`src/rtl/pim_pkg.sv`:
```
// pim_pkg: shared op-code and state encodings for the BRAM processing-in-memory engine
package pim_pkg;
    localparam int OP_W = 3;
    typedef enum logic [OP_W-1:0] {
        OP_ADD, OP_SUB, OP_AND, OP_OR, OP_XOR, OP_MUL, OP_MAXU, OP_DOT
    } pim_op_e;
    typedef enum logic [1:0] {S_IDLE, S_ISSUE, S_WRITE, S_DONE} pim_state_e;
endpackage

```
`src/rtl/pim_alu.sv`:
```
// pim_alu: combinational element operation; DOT folds the low-half product into acc
module pim_alu
    import pim_pkg::*;
#(
    parameter int DATA_WIDTH = 16
) (
    input  pim_op_e               op,
    input  logic [DATA_WIDTH-1:0] a,
    input  logic [DATA_WIDTH-1:0] b,
    input  logic [DATA_WIDTH-1:0] acc,
    output logic [DATA_WIDTH-1:0] value
);
    localparam int H = DATA_WIDTH / 2;
    logic [DATA_WIDTH-1:0] prod, half_prod;
    assign prod      = a * b;
    assign half_prod = DATA_WIDTH'(a[H-1:0]) * DATA_WIDTH'(b[H-1:0]);
    always_comb begin
        value = '0;
        case (op)
            OP_ADD:  value = a + b;
            OP_SUB:  value = a - b;
            OP_AND:  value = a & b;
            OP_OR:   value = a | b;
            OP_XOR:  value = a ^ b;
            OP_MUL:  value = prod;
            OP_MAXU: value = a > b ? a : b;
            OP_DOT:  value = acc + half_prod;
            default: value = '0;
        endcase
    end
endmodule

```
`src/rtl/bram_pim_ctrl.sv`:
```
// bram_pim_ctrl: streams element pairs out of a dual-port BRAM, applies an op, writes back in order
module bram_pim_ctrl
    import pim_pkg::*;
#(
    parameter int DATA_WIDTH = 16,
    parameter int ADDR_WIDTH = 6
) (
    input  logic                  clk,
    input  logic                  rst,
    input  logic                  cmd_valid,
    output logic                  cmd_ready,
    input  logic [OP_W-1:0]       cmd_op,
    input  logic [ADDR_WIDTH-1:0] cmd_src_a,
    input  logic [ADDR_WIDTH-1:0] cmd_src_b,
    input  logic [ADDR_WIDTH-1:0] cmd_dst,
    input  logic [ADDR_WIDTH-1:0] cmd_len,
    output logic                  bram_wea,
    output logic                  bram_web,
    output logic [ADDR_WIDTH-1:0] bram_addra,
    output logic [ADDR_WIDTH-1:0] bram_addrb,
    output logic [DATA_WIDTH-1:0] bram_dia,
    output logic [DATA_WIDTH-1:0] bram_dib,
    input  logic [DATA_WIDTH-1:0] bram_doa,
    input  logic [DATA_WIDTH-1:0] bram_dob,
    output logic                  busy,
    output logic                  done,
    output logic [DATA_WIDTH-1:0] result
);
    pim_state_e state, next;
    pim_op_e op_q;
    logic [ADDR_WIDTH-1:0] src_a_q, src_b_q, dst_q, len_q, idx;
    logic [DATA_WIDTH-1:0] acc, value;
    logic last, is_dot, wr, accept;

    pim_alu #(.DATA_WIDTH(DATA_WIDTH)) u_alu (
        .op(op_q), .a(bram_doa), .b(bram_dob), .acc(acc), .value(value)
    );

    assign bram_web = 1'b0;
    assign bram_dib = '0;
    assign accept   = state == S_IDLE && cmd_valid;

    // Outputs decode from state only, so an asynchronous reset clears them in the same cycle
    always_comb begin
        last       = idx == len_q;
        is_dot     = op_q == OP_DOT;
        wr         = state == S_WRITE && (!is_dot || last);
        next       = state == S_IDLE  ? (cmd_valid ? S_ISSUE : S_IDLE) :
                     state == S_ISSUE ? S_WRITE :
                     state == S_WRITE ? (last ? S_DONE : S_ISSUE) : S_IDLE;
        cmd_ready  = state == S_IDLE;
        busy       = state != S_IDLE;
        done       = state == S_DONE;
        bram_wea   = wr;
        bram_addra = state == S_ISSUE ? src_a_q + idx :
                     wr ? dst_q + (is_dot ? '0 : idx) : '0;
        bram_addrb = state == S_ISSUE ? src_b_q + idx : '0;
        bram_dia   = wr ? value : '0;
    end

    always_ff @(posedge clk or posedge rst) begin
        if (rst) begin
            state   <= S_IDLE;
            op_q    <= OP_ADD;
            src_a_q <= '0;
            src_b_q <= '0;
            dst_q   <= '0;
            len_q   <= '0;
            idx     <= '0;
            acc     <= '0;
            result  <= '0;
        end else begin
            state <= next;
            if (accept) begin
                op_q    <= pim_op_e'(cmd_op);
                src_a_q <= cmd_src_a;
                src_b_q <= cmd_src_b;
                dst_q   <= cmd_dst;
                len_q   <= cmd_len;
                idx     <= '0;
                acc     <= '0;
            end
            if (state == S_WRITE) begin
                idx <= idx + 1'b1;
                if (is_dot) acc <= value;
            end
            if (wr) result <= value;
        end
    end
endmodule

```
`config.mk`:
```
export PLATFORM = sky130hd
export DESIGN_NAME = bram_pim_ctrl
export DESIGN_NICKNAME = d
export VERILOG_FILES = /design/src/rtl/pim_pkg.sv /design/src/rtl/pim_alu.sv /design/src/rtl/bram_pim_ctrl.sv
export SDC_FILE = /design/constraint.sdc
export NUM_CORES = 1
export LEC_CHECK = 0
export ABC_AREA = 1
export BUFFER_PORTS_ARGS = -buffer_cell sky130_fd_sc_hd__buf_2
export CORE_MARGIN = 2
export CORE_UTILIZATION = 63
export CTS_CLUSTER_DIAMETER = 60
export DETAILED_ROUTE_END_ITERATION = 7
export MAX_ROUTING_LAYER = met4
export PLACE_DENSITY = 0.84
export SYNTH_ARGS = -nofsm -noshare
export SYNTH_HDL_FRONTEND = slang
export SYNTH_HIERARCHICAL = 1
export SYNTH_SLANG_ARGS = --single-unit
```
`constraint.sdc`:
```
create_clock -name clk -period 11.18 [get_ports clk]
set_clock_uncertainty 0.1 [all_clocks]
set_input_delay 2.236 -clock clk [delete_from_list [all_inputs] [get_ports clk]]
set_output_delay 2.236 -clock clk [all_outputs]
set_load 0.1 [all_outputs]
```
Word level (Yosys, flattened, before mapping)

Index checks and enable logic that the tools add are counted.

Bits of input ports: 62
Output and inout port bits: 65
Flip-flop bits (word level): 67
Word-level logic and storage cells: 58

Reductions and logical operators: 8
Eq/ne operators: 11
Multiply operators: 2
Add/subtract/negate cells: 7
Multiplexer cells: 17
Bitwise gates (word level): 3
Order comparisons: 1

Operators by type and width:

| cell                                                            | number |
|---|---|
| 16-bit case mux with 8 select lines                             | 1 |
| 16-bit two-way mux                                              | 5 |
| 6-bit two-way mux                                               | 6 |
| 16-bit adder                                                    | 2 |
| 6-bit adder                                                     | 3 |
| 16-bit bitwise AND                                              | 1 |
| 16-bit greater-than comparator                                  | 1 |
| 16-bit by 16-bit multiplier with 16-bit output                  | 1 |
| 8-bit by 8-bit multiplier with 16-bit output                    | 1 |
| 16-bit OR                                                       | 1 |
| 16-bit subtractor                                               | 1 |
| 16-bit bitwise XOR                                              | 1 |
| 3-bit == test, second input constant                            | 4 |
| 2-bit two-way mux                                               | 4 |
| 6-bit by 1-bit adder with 6-bit output, second input constant   | 1 |
| 3-bit by 2-bit == test with 1-bit output, second input constant | 2 |
| 6-bit == test                                                   | 1 |
| 2-bit == test, second input constant                            | 2 |
| 2-bit nonzero test                                              | 2 |
| 3-bit by 1-bit == test with 1-bit output, second input constant | 1 |
| 3-bit zero test                                                 | 1 |
| 2-bit by 1-bit == test with 1-bit output, second input constant | 1 |
| 1-bit logical AND                                               | 2 |
| 2-bit zero test                                                 | 1 |
| 3 further kinds                                                 | 3 |

Longest topological paths before layout

Depth in word-level cells: 6
Mapped depth: 35
Mapped depth without buffers: 34

By module

Netlist, hierarchy kept.

By module, submodules not included:

| module        | times used | cells each | area each (µm²) |
|---|---|---|---|
| pim_alu       | 1          | 1424       | 9604.2 |
| bram_pim_ctrl | 1          | 488        | 3751.1 |

Least setup slack after synthesis

Ideal clock, no wire load.

Path kind: input -> output
Start point: input bram_dob[1]
End point: output bram_dia[14]
Buffers on the path: 2
Data required time: 8.844 ns
Path slack: 1.107 ns
Arrival: 7.737 ns
Cell stages on the path: 24
Cells stage by stage: clkbuf_1 -> clkbuf_1 -> nand2_1 -> fa_1 -> fa_1 -> fa_1 -> fa_1 -> inv_1 -> fa_1 -> inv_1 -> fa_1 -> inv_1 -> ha_1 -> nand2_1 -> nor3_1 -> nand3_1 -> nand4_1 -> nand3_1 -> o21ai_0 -> nand3b_1 -> nor2_1 -> nand2_1 -> nand2_1 -> inv_1

Cells in the longest elaborated chain, start to end: 4

RTL lines:

| element                                                                                        | line                         | text |
|---|---|---|
| start: declaration                                                                             | bram_pim_ctrl.sv:24          | `input logic [DATA_WIDTH-1:0] bram_dob,` |
| 8-bit by 8-bit multiplier with 16-bit output or 16-bit greater-than comparator (tied branches) | pim_alu.sv:16, pim_alu.sv:26 |  |
| 16-bit adder or 16-bit two-way mux (tied branches)                                             | pim_alu.sv:27, pim_alu.sv:26 |  |
| 16-bit case mux with 8 select lines (*)                                                        | pim_alu.sv:19                | `case (op)` |
| net value[14]                                                                                  | bram_pim_ctrl.sv:32          | `logic [DATA_WIDTH-1:0] acc, value;` |
| 16-bit two-way mux (*)                                                                         | bram_pim_ctrl.sv:58          | `bram_dia = wr ? value : '0;` |
| end: declaration                                                                               | bram_pim_ctrl.sv:21          | `output logic [DATA_WIDTH-1:0] bram_dia,` |

The timed path passes the listed nets; every way through them passes the cells marked *.

Worst setup path in the final report

Start point: input bram_doa[5]
End point: output bram_dia[14]

Cells in the longest elaborated chain, start to end: 4

RTL lines:

| element                                                                                        | line                         | text |
|---|---|---|
| start: declaration                                                                             | bram_pim_ctrl.sv:23          | `input logic [DATA_WIDTH-1:0] bram_doa,` |
| 8-bit by 8-bit multiplier with 16-bit output or 16-bit greater-than comparator (tied branches) | pim_alu.sv:16, pim_alu.sv:26 |  |
| 16-bit adder or 16-bit two-way mux (tied branches)                                             | pim_alu.sv:27, pim_alu.sv:26 |  |
| 16-bit case mux with 8 select lines (*)                                                        | pim_alu.sv:19                |  |
| net value[14]                                                                                  | bram_pim_ctrl.sv:32          |  |
| 16-bit two-way mux (*)                                                                         | bram_pim_ctrl.sv:58          |  |

Marked as above.

==> results.ini <==
[outcome]
status=finished, final reports clean

[floorplan]
count_of_pins_on_the_block_boundary=127
die_h_um=149.6
dieArea_um2=22380
start_util=0.6394
die_width_um=149.6
floorplan.rows=53
floorplan.core_area_um2=20890

[pwr]
power.share.sequential=0.107
power_frac_clock=0.113
internal-power_mw=1.073
ir_drop_uv=150.9
power-per-cell-area_nw_per_um2=179.4
power.switching_fraction=0.5783
p_total_mw=2.544
netSwitchingPower_mw=1.471
pwr-share-comb=0.780
cellLeakagePower_nw=8.530

[timing]
finalWorstSetupSlack_ns=0.5757
report.final.setup_viol=0
grt_setup_unrepaired=false
timing.final.max_slew_violations=0
hold_ws_ns=0.3838
clock.fmax_ghz=0.09430
relSlewSlack=0.3902
final.min_clock_period_ns=10.60
final_hold_viol_count=0
fin_setup_tns_ns=0
worst_pin_slew_ns=0.9147
period_share=0.9485

[synthesis]
yosysWarnings=6
dominant_combinational_cell_family_by_area_after_synthesis=adder cells
synth_area_um2=13360
post_synth.cell_area_avg_um2=6.985
share_of_the_synthesized_area_in_the_top_cell_type=0.1964
synth_flop_cell=sky130_fd_sc_hd__dfrtp_1
netlist-cell-type-count=59
synth_compound_gate_area_share=0.1008
number_of_enable_flip_flop_cells_after_synthesis=0
synth_seq_cells=67
synth_xor_area_frac=0.02230
ys_top_cells_by_count=sky130_fd_sc_hd__nand2_1, sky130_fd_sc_hd__inv_1, sky130_fd_sc_hd__ha_1
area_fraction_in_and_or_nand_and_nor_cells_after_synthesis=0.2455
ys_async_sr_fraction=1.000
yosys.area_share.adder=0.3388
yosysTopAreaCell=sky130_fd_sc_hd__fa_1
mux_contribution_to_synthesized_area=0
yosys.cell_count.top_type=sky130_fd_sc_hd__nand2_1
synth_top_cells_by_area=sky130_fd_sc_hd__fa_1, sky130_fd_sc_hd__ha_1, sky130_fd_sc_hd__nand2_1
syn_inst=1912
synth_sequential_area_ratio=0.1255

[drt]
routed_wirelength_mm=42.71
detailedRoute.firstPassIterationCount=6
dr_total_vias=12910
drcViolationCount=0
vias_per_cell=5.712
drtAntennaViolNets=0
drt_iter0_drc=1039
post_drt_wl_per_cell_um=18.90

[grt]
gr-usage-all-layers=0.3961
globalRoute.busiestLayer=met2
grt-ovfl-total=0
grt_start_max_net_pins=68
grt_pass1_vias=12620
antenna_found_initial=1
gr-usage-met3=0.05579
met1_usage=0.5056
grtUsageMet2=0.6300
global_route_wire_length_before_repair_mm=66.06

[clock_network]
cts.repair_timing.setup_buffer_count=0
tritoncts.num_buffers=9
cts.reportedPaths.clkPinSlew_ns=0.06
clock_sink_count=67
holdBufCountCts=0
cts_root_buffer=sky130_fd_sc_hd__clkbuf_16
clk_latency_ns=0.33
post_cts.resized_instances=0
htreeDepth=3
cts_tree=yes
clock_tree.buffer_depth=2

[hold_path]
timing.hold.worst.start=src_a_q[2]$_DFFE_PP0P_
holdPathStages=2
hold_path.class=reg -> reg

[placement]
preCtsSetupSlack_ns=0.6601
post_dp_cell_area_um2=13880
numPortBuffers=109
gpl.final_weighted_congestion=1.082
cell_total_after_placement=2243
dp_hpwl_mm=34.73

[setup_path]
critical_path_peak_fanout=15
timing.rr.start=acc[7]$_DFF_PP0_
critical_path_required_ns=8.84
type_of_origin_of_the_critical_path=input port
arrival_ns=8.27
setup.worst_path.start=bram_doa[5]
setup.worst_path.end_class=output port
worst_reg2reg_path_depth=17
worstSetupPathType=in -> out

[flow_run]
drv.max_cap_violation_count=0

[layout]
postLayoutCellArea_um2=14180
num-nets-final=2324
num-fill-cells=1834
final_util=0.6789
synthToLayoutAreaGrowth_pct=6.183
layout.cells.non_filler=2260
post_route_cells_drive_above_1_share=0.09829

[power by group through the flow]
| stage | logic, mW | registers (mW) | clock network [mW] |
|---|---|---|---|
| 5_1_grt | 2.24 | 0.275 | 0.301 |
| 6_report | 1.98 | 0.273 | 0.288 |
| 3_5_place_dp | 1.93 | 0.277 | 0 |
| 4_1_cts | 1.95 | 0.273 | 0.289 |
| 3_3_place_gp | 1.90 | 0.276 | 0 |
| 2_1_floorplan | 1.38 | 0.356 | 0 |
[critical path, stage by stage]
cell and delay [ns]:
sky130_fd_sc_hd__buf_2 0.32, sky130_fd_sc_hd__ha_1 0.33, sky130_fd_sc_hd__xor2_1 0.16, sky130_fd_sc_hd__inv_1 0.06
sky130_fd_sc_hd__ha_1 0.19, sky130_fd_sc_hd__o21bai_1 0.15, sky130_fd_sc_hd__inv_1 0.08, sky130_fd_sc_hd__fa_1 0.45
sky130_fd_sc_hd__fa_1 0.52, sky130_fd_sc_hd__fa_1 0.55, sky130_fd_sc_hd__inv_1 0.05, sky130_fd_sc_hd__fa_1 0.49
sky130_fd_sc_hd__inv_1 0.06, sky130_fd_sc_hd__fa_1 0.48, sky130_fd_sc_hd__inv_1 0.04, sky130_fd_sc_hd__ha_1 0.38
sky130_fd_sc_hd__nand2_1 0.12, sky130_fd_sc_hd__nor3_1 0.21, sky130_fd_sc_hd__nand3_1 0.15, sky130_fd_sc_hd__nand4_1 0.14
sky130_fd_sc_hd__nand3_1 0.11, sky130_fd_sc_hd__o21ai_0 0.09, sky130_fd_sc_hd__nand3b_1 0.13, sky130_fd_sc_hd__nor2_1 0.05
sky130_fd_sc_hd__nand2_1 0.14, sky130_fd_sc_hd__nand2_1 0.09, sky130_fd_sc_hd__inv_1 0.07, sky130_fd_sc_hd__buf_2 0.42
[routing by layer]
metal  wire length (µm)  vias to the layer above
met1              17010                     6177
li1                   -                     5961
met4               2161                        0
met5                  0                        -
met2              19950                      651
met3               3578                      120
[state kept, by name (all words and copies together) (netlist names)]
signal   cells
acc         16
dst_q        6
idx          6
len_q        6
op_q         3
result      16
src_a_q      6
src_b_q      6
state        2
[path summary, 6_finish.rpt]
path / to / slack [ns]
max: bram_dia[14] / 0.58
min: src_a_q[2]$_DFFE_PP0P_ / 0.38
max reg2reg: acc[13]$_DFF_PP0_ / 6.12
min reg2reg: src_a_q[2]$_DFFE_PP0P_ / 0.38
max in group asynchronous: dst_q[5]$_DFFE_PP0P_ / 8.35
min in group asynchronous: result[8]$_DFFE_PP0N_ / 2.03
[layout make-up]
type                       count  area, µm²  share of cell area
multi-input combinational   1319       9510              0.6706
inverter                     467       1755              0.1238
sequential                    67       1677              0.1182
timing repair buffer         115      590.6             0.04164
tap                          275      344.1             0.02426
clock buffer                   9      225.2             0.01588
clock inverter                 7      76.32            0.005382
antenna                        1      2.502           0.0001765
[layout by cell type, fill, tap and decap left out, drive strengths merged, types with 9 or more instances in the layout]
master and count:
a21oi 80, a31oi 10, buf 115, clkbuf 9, conb 17, dfrtp 67, fa 131, ha 152
inv 466, nand2 501, nand3 124, nand4 17, nor2 94, nor3 11, o2111ai 9, o21ai 79
o21bai 9, xnor2 11, xor2 23
[kinds of logic after synthesis]
family | after synthesis
AO/OA/AOI/OAI | 226
XOR/XNOR | 34
adder cells (fa/ha/maj) | 283
buffers and inverters | 542
flip-flops | 67
other | 1
AND/OR/NAND/NOR | 759
(Power assumes the default switching activity.)
